$ cat config.mk
export PLATFORM = sky130hd
export DESIGN_NAME = spy_playback_controller
export DESIGN_NICKNAME = d
export VERILOG_FILES = /design/src/rtl/spy_playback_controller.sv
export SDC_FILE = /design/constraint.sdc
export NUM_CORES = 1
export LEC_CHECK = 0
export CORE_AREA = 2 2 99 101
export DETAILED_ROUTE_END_ITERATION = 10
export DIE_AREA = 0 0 101 103
export PLACE_DENSITY_LB_ADDON = 0.25
export SLEW_MARGIN = 10
export SYNTH_ARGS = -nofsm -noshare
export SYNTH_HDL_FRONTEND = slang
export SYNTH_SLANG_ARGS = --single-unit
$ cat constraint.sdc
create_clock -name clock -period 1.9 [get_ports clock]
set_clock_uncertainty 0.1 [all_clocks]
set_input_delay 0.38 -clock clock [delete_from_list [all_inputs] [get_ports clock]]
set_output_delay 0.38 -clock clock [all_outputs]
set_load 0.1 [all_outputs]
$ cat src/rtl/spy_playback_controller.sv
// Spy buffer sequencer: forwards upstream words into a circular memory while recording,
// then on freeze replays the captured history oldest-first on a valid/ready stream.
module spy_playback_controller #(
    parameter int WIDTH     = 6,
    parameter int DATAWIDTH = 32,
    parameter int DROPWIDTH = 16
) (
    input  logic                 clock,
    input  logic                 reset,
    input  logic                 in_valid,
    input  logic [DATAWIDTH-1:0] in_data,
    input  logic                 freeze_req,
    output logic                 mem_write_enable,
    output logic [DATAWIDTH-1:0] mem_write_data,
    input  logic [WIDTH-1:0]     mem_write_pointer,
    output logic                 mem_read_enable,
    output logic [WIDTH-1:0]     mem_read_addr,
    input  logic [DATAWIDTH-1:0] mem_read_data,
    output logic                 out_valid,
    output logic [DATAWIDTH-1:0] out_data,
    output logic                 out_last,
    input  logic                 out_ready,
    output logic                 frozen,
    output logic [DROPWIDTH-1:0] dropped
);

    localparam int             SIZE     = 1 << WIDTH;
    localparam logic [WIDTH-1:0] LAST_ADDR = WIDTH'(SIZE - 1);
    localparam logic [WIDTH:0]   FULL_CNT  = (WIDTH+1)'(SIZE);

    typedef enum logic [2:0] {RECORD, FREEZE, ISSUE, FETCH, PRESENT} state_t;

    state_t               state_q, state_d;
    logic                 wrapped_q, wrapped_d;
    logic [WIDTH-1:0]     rd_ptr_q, rd_ptr_d;
    logic [WIDTH:0]       remaining_q, remaining_d;
    logic                 out_valid_q, out_valid_d;
    logic [DATAWIDTH-1:0] out_data_q, out_data_d;
    logic                 out_last_q, out_last_d;
    logic [DROPWIDTH-1:0] dropped_q, dropped_d;

    assign mem_write_enable = in_valid && (state_q == RECORD);
    assign mem_write_data   = in_data;
    assign mem_read_enable  = (state_q == ISSUE);
    assign mem_read_addr    = rd_ptr_q;
    assign out_valid        = out_valid_q;
    assign out_data         = out_data_q;
    assign out_last         = out_last_q;
    assign frozen           = (state_q != RECORD);
    assign dropped          = dropped_q;

    always_comb begin
        state_d     = state_q;
        wrapped_d   = wrapped_q;
        rd_ptr_d    = rd_ptr_q;
        remaining_d = remaining_q;
        out_valid_d = out_valid_q;
        out_data_d  = out_data_q;
        out_last_d  = out_last_q;
        dropped_d   = dropped_q;

        if (mem_write_enable && mem_write_pointer == LAST_ADDR)
            wrapped_d = 1'b1;
        if (frozen && in_valid && dropped_q != {DROPWIDTH{1'b1}})
            dropped_d = dropped_q + 1'b1;

        case (state_q)
            RECORD: begin
                if (freeze_req) begin
                    state_d   = FREEZE;
                    dropped_d = '0;
                end
            end
            FREEZE: begin
                // Once wrapped the whole ring is valid and the oldest word sits at the write pointer.
                if (wrapped_q) begin
                    rd_ptr_d    = mem_write_pointer;
                    remaining_d = FULL_CNT;
                end else begin
                    rd_ptr_d    = '0;
                    remaining_d = {1'b0, mem_write_pointer};
                end
                state_d = (remaining_d == '0) ? RECORD : ISSUE;
            end
            ISSUE: state_d = FETCH;
            FETCH: begin
                out_data_d  = mem_read_data;
                out_valid_d = 1'b1;
                out_last_d  = (remaining_q == 1);
                state_d     = PRESENT;
            end
            PRESENT: begin
                if (out_ready) begin
                    out_valid_d = 1'b0;
                    out_last_d  = 1'b0;
                    if (remaining_q == 1) begin
                        state_d = RECORD;
                    end else begin
                        rd_ptr_d    = rd_ptr_q + 1'b1;
                        remaining_d = remaining_q - 1'b1;
                        state_d     = ISSUE;
                    end
                end
            end
            default: state_d = RECORD;
        endcase
    end

    always_ff @(posedge clock) begin
        if (reset) begin
            state_q     <= RECORD;
            wrapped_q   <= 1'b0;
            rd_ptr_q    <= '0;
            remaining_q <= '0;
            out_valid_q <= 1'b0;
            out_data_q  <= '0;
            out_last_q  <= 1'b0;
            dropped_q   <= '0;
        end else begin
            state_q     <= state_d;
            wrapped_q   <= wrapped_d;
            rd_ptr_q    <= rd_ptr_d;
            remaining_q <= remaining_d;
            out_valid_q <= out_valid_d;
            out_data_q  <= out_data_d;
            out_last_q  <= out_last_d;
            dropped_q   <= dropped_d;
        end
    end

endmodule

# Yosys cells after proc, flatten, opt, wreduce, memory -nomap -nowiden
# Cells that the tools add are included.
[word_totals]
word_cells = 53
reg_bits = 67
in_bits = 75
output_inout_bits = 91
[classes]
mux = 20
n_reduce_logical = 12
addsub = 3
n_eq_ne = 10
[ops]
columns = ["op", "count"]
rows = [
  ["$mux W16", 3],
  ["$mux W7", 4],
  ["$mux W6", 3],
  ["$add A16 B1 Y16 const B", 1],
  ["$ne A16 B16 Y1 const B", 1],
  ["$pmux W3 S5", 1],
  ["$pmux W7 S2", 1],
  ["$pmux W6 S2", 1],
  ["$eq A7 B1 Y1 const B", 1],
  ["$logic_not A7 Y1", 1],
  ["$sub A7 B1 Y7 const B", 1],
  ["$add A6 B1 Y6 const B", 1],
  ["$eq A3 B2 Y1 const B", 2],
  ["$eq A6 B6 Y1 const B", 1],
  ["$mux W3", 2],
  ["$ne A2 B2 Y1 const B", 3],
  ["$logic_and A1 B1 Y1", 4],
  ["$mux W2", 2],
  ["$pmux W1 S2", 2],
  ["$reduce_and A2 Y1", 2],
  ["$reduce_bool A2 Y1", 2],
  ["$eq A3 B1 Y1 const B", 1],
  ["$eq A3 B3 Y1 const B", 1],
  ["$logic_not A3 Y1", 1],
  ["other kinds (3)", 3],
]

# Longest topological paths before layout
[depth]
word_depth = 6
ltp_mapped = 7
mapped_depth_nobuf = 6

# Least setup slack after synthesis
# Ideal clock, no wire load.
[synth_timing]
path_type = "register to output"
startpoint = "register state_q[1]"
endpoint = "output port mem_read_enable"
slack_ns = -1.405
stages_incl_launch_ff = 3
t_required_ns = 1.420
arrival_time_ns = 2.825
path_buffers = 1
cell_sequence = "dfxtp_1 clkbuf_1 nor3b_1"
[synth_between]
elab_chain_len = 1
[synth_lines]
columns = ["element", "line", "text"]
rows = [
  ["from (decl)", "33", "state_t state_q, state_d;"],
  ["from (signal assigned)", "120", "state_q <= state_d;"],
  ["$eq A3 B2 Y1", "44", "assign mem_read_enable = (state_q == ISSUE);"],
  ["to (decl)", "16", "output logic mem_read_enable,"],
]
# Every way passes these cells.

# Worst setup path in the final report
[layout_timing]
startpoint = "register state_q[2]"
endpoint = "output port mem_write_enable"
[layout_between]
elab_chain_len = 2
[layout_lines]
columns = ["element", "line", "text"]
rows = [
  ["$logic_not A3 Y1", "42", "assign mem_write_enable = in_valid && (state_q == RECORD);"],
  ["$logic_and A1 B1 Y1", "42", ""],
  ["to (decl)", "13", "output logic mem_write_enable,"],
]
# Every way passes these cells.

==> results.md <==
* Nature of the critical path endpoint: output port
* TritonCTS sink count at 67
* Hold slack final at 0.3947 ns
* Unrepaired setup endpoints after global routing: true
* Transition at the pin with the smallest max-transition slack at 0.5330 ns
* CTS tree: done
* Core area at 0.009459 sq mm
* Violated checks: setup timing
* Setup-violating endpoint count in the final report at 1
* Number of placed instances, taps included at 617
* I/O Pins at 166
* Nets@finish at 598
* Residual overflow from global routing at 0
* Die Area at 0.01040 sq mm
* Cell count of the worst reg-to-reg path at 5
* Synthesized Nets at 506
* Maximum number of pins on one net before global-route repair at 48
* Worst Hold Launch: out_data[31]
* Cell area after placement at 0.005117 sq mm
* Critical path type: reg -> out
* Max VDD drop at about 0.46 mV
* Primary flip-flop cell chosen by synthesis mapping: sky130_fd_sc_hd__dfxtp_1
* Minimum clock period at roughly 1.9 ns
* Count of nets left with antenna violations after detail routing at 0
* Worst-Skew Late Latency at 0.33 ns
* Share of flip-flops with an asynchronous set or reset at 0
* Finished Layout Cells at 638
* Site Rows at 36
* Final Hold Vio Count at 0
* Number of synthesized flops with an enable pin at 0
* Clock slew at reported path FFs at 0.08 ns
* Sequential cell area at approximately 0.0014 sq mm
* Total global routing track utilization at 0.1824
* Endpoint, Worst Hold: out_data[31]
* Max Fanout on Critical Path at 4
* Period Utilization, post-route at 1.013
* Startpoint Class: register
* Unique cell type count in the Yosys netlist at 51
* CTS Root Cell: sky130_fd_sc_hd__clkbuf_8
* Antenna Diode Count at 0
* Vias per cell at around 5.4
* Cell area after layout at 0.005403 sq mm
* Area overhead of the layout relative to synthesis at 60.82%
* Critical path arrival at ~1.4 ns
* Average footprint of a synthesized cell at between 7 and 8 sq um
* Max-slew violations at 0
* Final GP Congestion at 0.8971
* First-pass GRT wire length at 15.41 mm
* First drt pass iteration count at 4
* Area of combinational cells with multiple inputs at 0.001745 sq mm
* IO buf count at 101
* Number of global-route vias before repair at 3217
* H-tree levels at 3
* Worst slew margin relative to its limit at 0.6447
* Width of the chip at between 100 and 150 um
* Fraction of final layout cells sized beyond drive strength 1 at 0.3053
* Startpoint of the lowest-slack register-to-register path: dropped[0]
* Count of state elements after synthesis at 67
* Total Neg Setup Slack at -0.02493 ns
* Result of the run: complete, but fails checks
* Final routed wire length divided by cell count at 14.66 um
* Hold Buf Count CTS at 0
* Vias post-DR at 3425
* Starting density of the core at 0.3552
* Design Power at 3.455 mW
* Fmax at 519.5 MHz
* Total power divided by cell area at 639.5 mW/mm^2
* Detailed-route DRC error count at 0
* Capture point of the worst reg-to-reg path: dropped[10]
* Starting DRT DRC Count at 198
* Reg-to-reg slack, setup at 0.07 ns
* HPWL after detailed placement at 6.830 mm
* Final wirelength at roughly 9.4 mm
* Yosys synthesis warning count at 0
* Instance count of the mapped netlist at 427
* Fill cell instance count of the final layout at 846
* Initial antenna violation count at 0
* Area of the mapped netlist at 0.003359 sq mm
* LEAKAGE at 1.926 nW
* Final setup slack of the worst path at -0.02493 ns
* Required time at the worst-slack endpoint at 1.42 ns
* Number of max-capacitance violations reported at 0
* Register area share after synthesis at 0.3993
* Die height at 103 um
* Number of buffers created by CTS at 9
* Max Buffers Root-to-Sink at 2
* Min-Delay Path Depth at 2
* Class of the tightest hold or removal check: reg -> reg
-- kinds of logic after synthesis --
family          Yosys count  share of synthesized area
simple gates            173                     0.2629
buf+inv                  69                     0.1147
compound gates          112                     0.2030
xor+xnor                  2                   0.005215
fa+ha+maj                 4                    0.01490
flops                    67                     0.3993
-- sequential cells by signal (all words and copies together) (netlist names) --
register,cells
out_data,32
dropped,16
remaining_q,7
mem_read_addr,6
state_q,3
out_last,1
out_valid,1
wrapped_q,1
-- repair_timing --
action                                 4_1_cts  5_1_grt
setup endpoints to repair                    4       27
setup buffers                                3        1
resized for setup                            4       13
pin swaps                                    2        2
endpoints found under the hold margin        0        0
cloned                                       0        1
-- layer usage --
| metal | track usage | vias to the layer above | wire length [um] | part of all wire |
|---|---|---|---|---|
| li1 | - | 1684 | - | - |
| met1 | 0.2283 | 1589 | 4007 | 0.43 |
| met2 | 0.2877 | 142 | 4334 | 0.46 |
| met3 | 0.07593 | 10 | 922 | 0.099 |
| met4 | 0.05613 | 0 | 91 | 0.0097 |
| met5 | 0 | - | 0 | 0 |
-- worst max-delay path: stages (launching register included) --
cell	delay, ns
sky130_fd_sc_hd__dfxtp_4	0.35
sky130_fd_sc_hd__or3_4	0.40
sky130_fd_sc_hd__nor2_4	0.18
sky130_fd_sc_hd__buf_12	0.19
-- synthesized netlist by cell type, drive strengths merged (2+ instances only) --
master | count | area share
a21oi | 61 | 0.091
a221oi | 2 | 0.0052
a22oi | 3 | 0.0067
a31oi | 5 | 0.0093
and3 | 5 | 0.0093
and4 | 6 | 0.016
buf | 38 | 0.080
clkbuf | 21 | 0.023
dfxtp | 67 | 0.40
ha | 4 | 0.015
inv | 10 | 0.011
nand2 | 78 | 0.087
nand3 | 15 | 0.022
nand4 | 4 | 0.0093
nor2 | 15 | 0.017
nor2b | 3 | 0.0056
nor3 | 8 | 0.012
nor3b | 5 | 0.013
nor4 | 7 | 0.013
o21ai | 7 | 0.010
o22ai | 2 | 0.0037
o31a | 2 | 0.0052
o31ai | 15 | 0.034
o32ai | 4 | 0.010
or2 | 3 | 0.0056
or3 | 6 | 0.011
or3b | 3 | 0.0078
or4 | 9 | 0.020
xnor2 | 2 | 0.0052
-- placed cells by master, fill, tap and decap left out, types with 5 or more instances in the layout --
cell type	n
sky130_fd_sc_hd__a21oi_1	60
sky130_fd_sc_hd__a31oi_1	5
sky130_fd_sc_hd__and3_1	5
sky130_fd_sc_hd__and4_1	5
sky130_fd_sc_hd__buf_12	59
sky130_fd_sc_hd__buf_4	37
sky130_fd_sc_hd__clkbuf_8	9
sky130_fd_sc_hd__clkdlybuf4s50_1	41
sky130_fd_sc_hd__dfxtp_1	45
sky130_fd_sc_hd__dfxtp_2	11
sky130_fd_sc_hd__dfxtp_4	11
sky130_fd_sc_hd__inv_1	10
sky130_fd_sc_hd__nand2_1	78
sky130_fd_sc_hd__nand3_1	14
sky130_fd_sc_hd__nor2_1	13
sky130_fd_sc_hd__nor3_1	7
sky130_fd_sc_hd__nor4_1	6
sky130_fd_sc_hd__o21ai_0	7
sky130_fd_sc_hd__o31ai_1	14
sky130_fd_sc_hd__or4_1	9
-- worst max path at each step --
| stage | slack [ns] | cells past startpoint | start | endpoint |
|---|---|---|---|---|
| 2_1_floorplan | -0.09 | 5 | dropped[1] | dropped[10] |
| 3_3_place_gp | -0.35 | 5 | in_valid | dropped[13] |
| 3_5_place_dp | -0.37 | 5 | in_valid | dropped[9] |
| 4_1_cts | -0.02 | 3 | state_q[2] | mem_write_enable |
| 5_1_grt | -0.08 | 3 | state_q[2] | mem_write_enable |
| 6_report | -0.02 | 3 | state_q[2] | mem_write_enable |
-- area by class of cell --
type	instances	share of cell area
multi-input cells	291	0.3231
flip-flops and latches	67	0.2585
clock buffers	9	0.02293
clock inverters	7	0.01227
inverters	10	0.006948
well taps	114	0.02640
repair buffers	140	0.3499
-- stage by stage --
stage          utilization  setup WS, ns
6_report            0.5712      -0.02493
5_1_grt             0.5712      -0.07917
3_3_place_gp        0.5410       -0.3503
3_5_place_dp        0.5410       -0.3713
4_1_cts             0.5646      -0.02139
2_1_floorplan            -      -0.09450
-- power breakdown --
group,internal (mW),switching (mW),leakage [nW]
logic,0.364,0.446,1.27
registers,1.43,0.0485,0.556
clock network,0.603,0.559,0.104
total,2.40,1.05,1.93
Power figures use the tool's default switching activity.
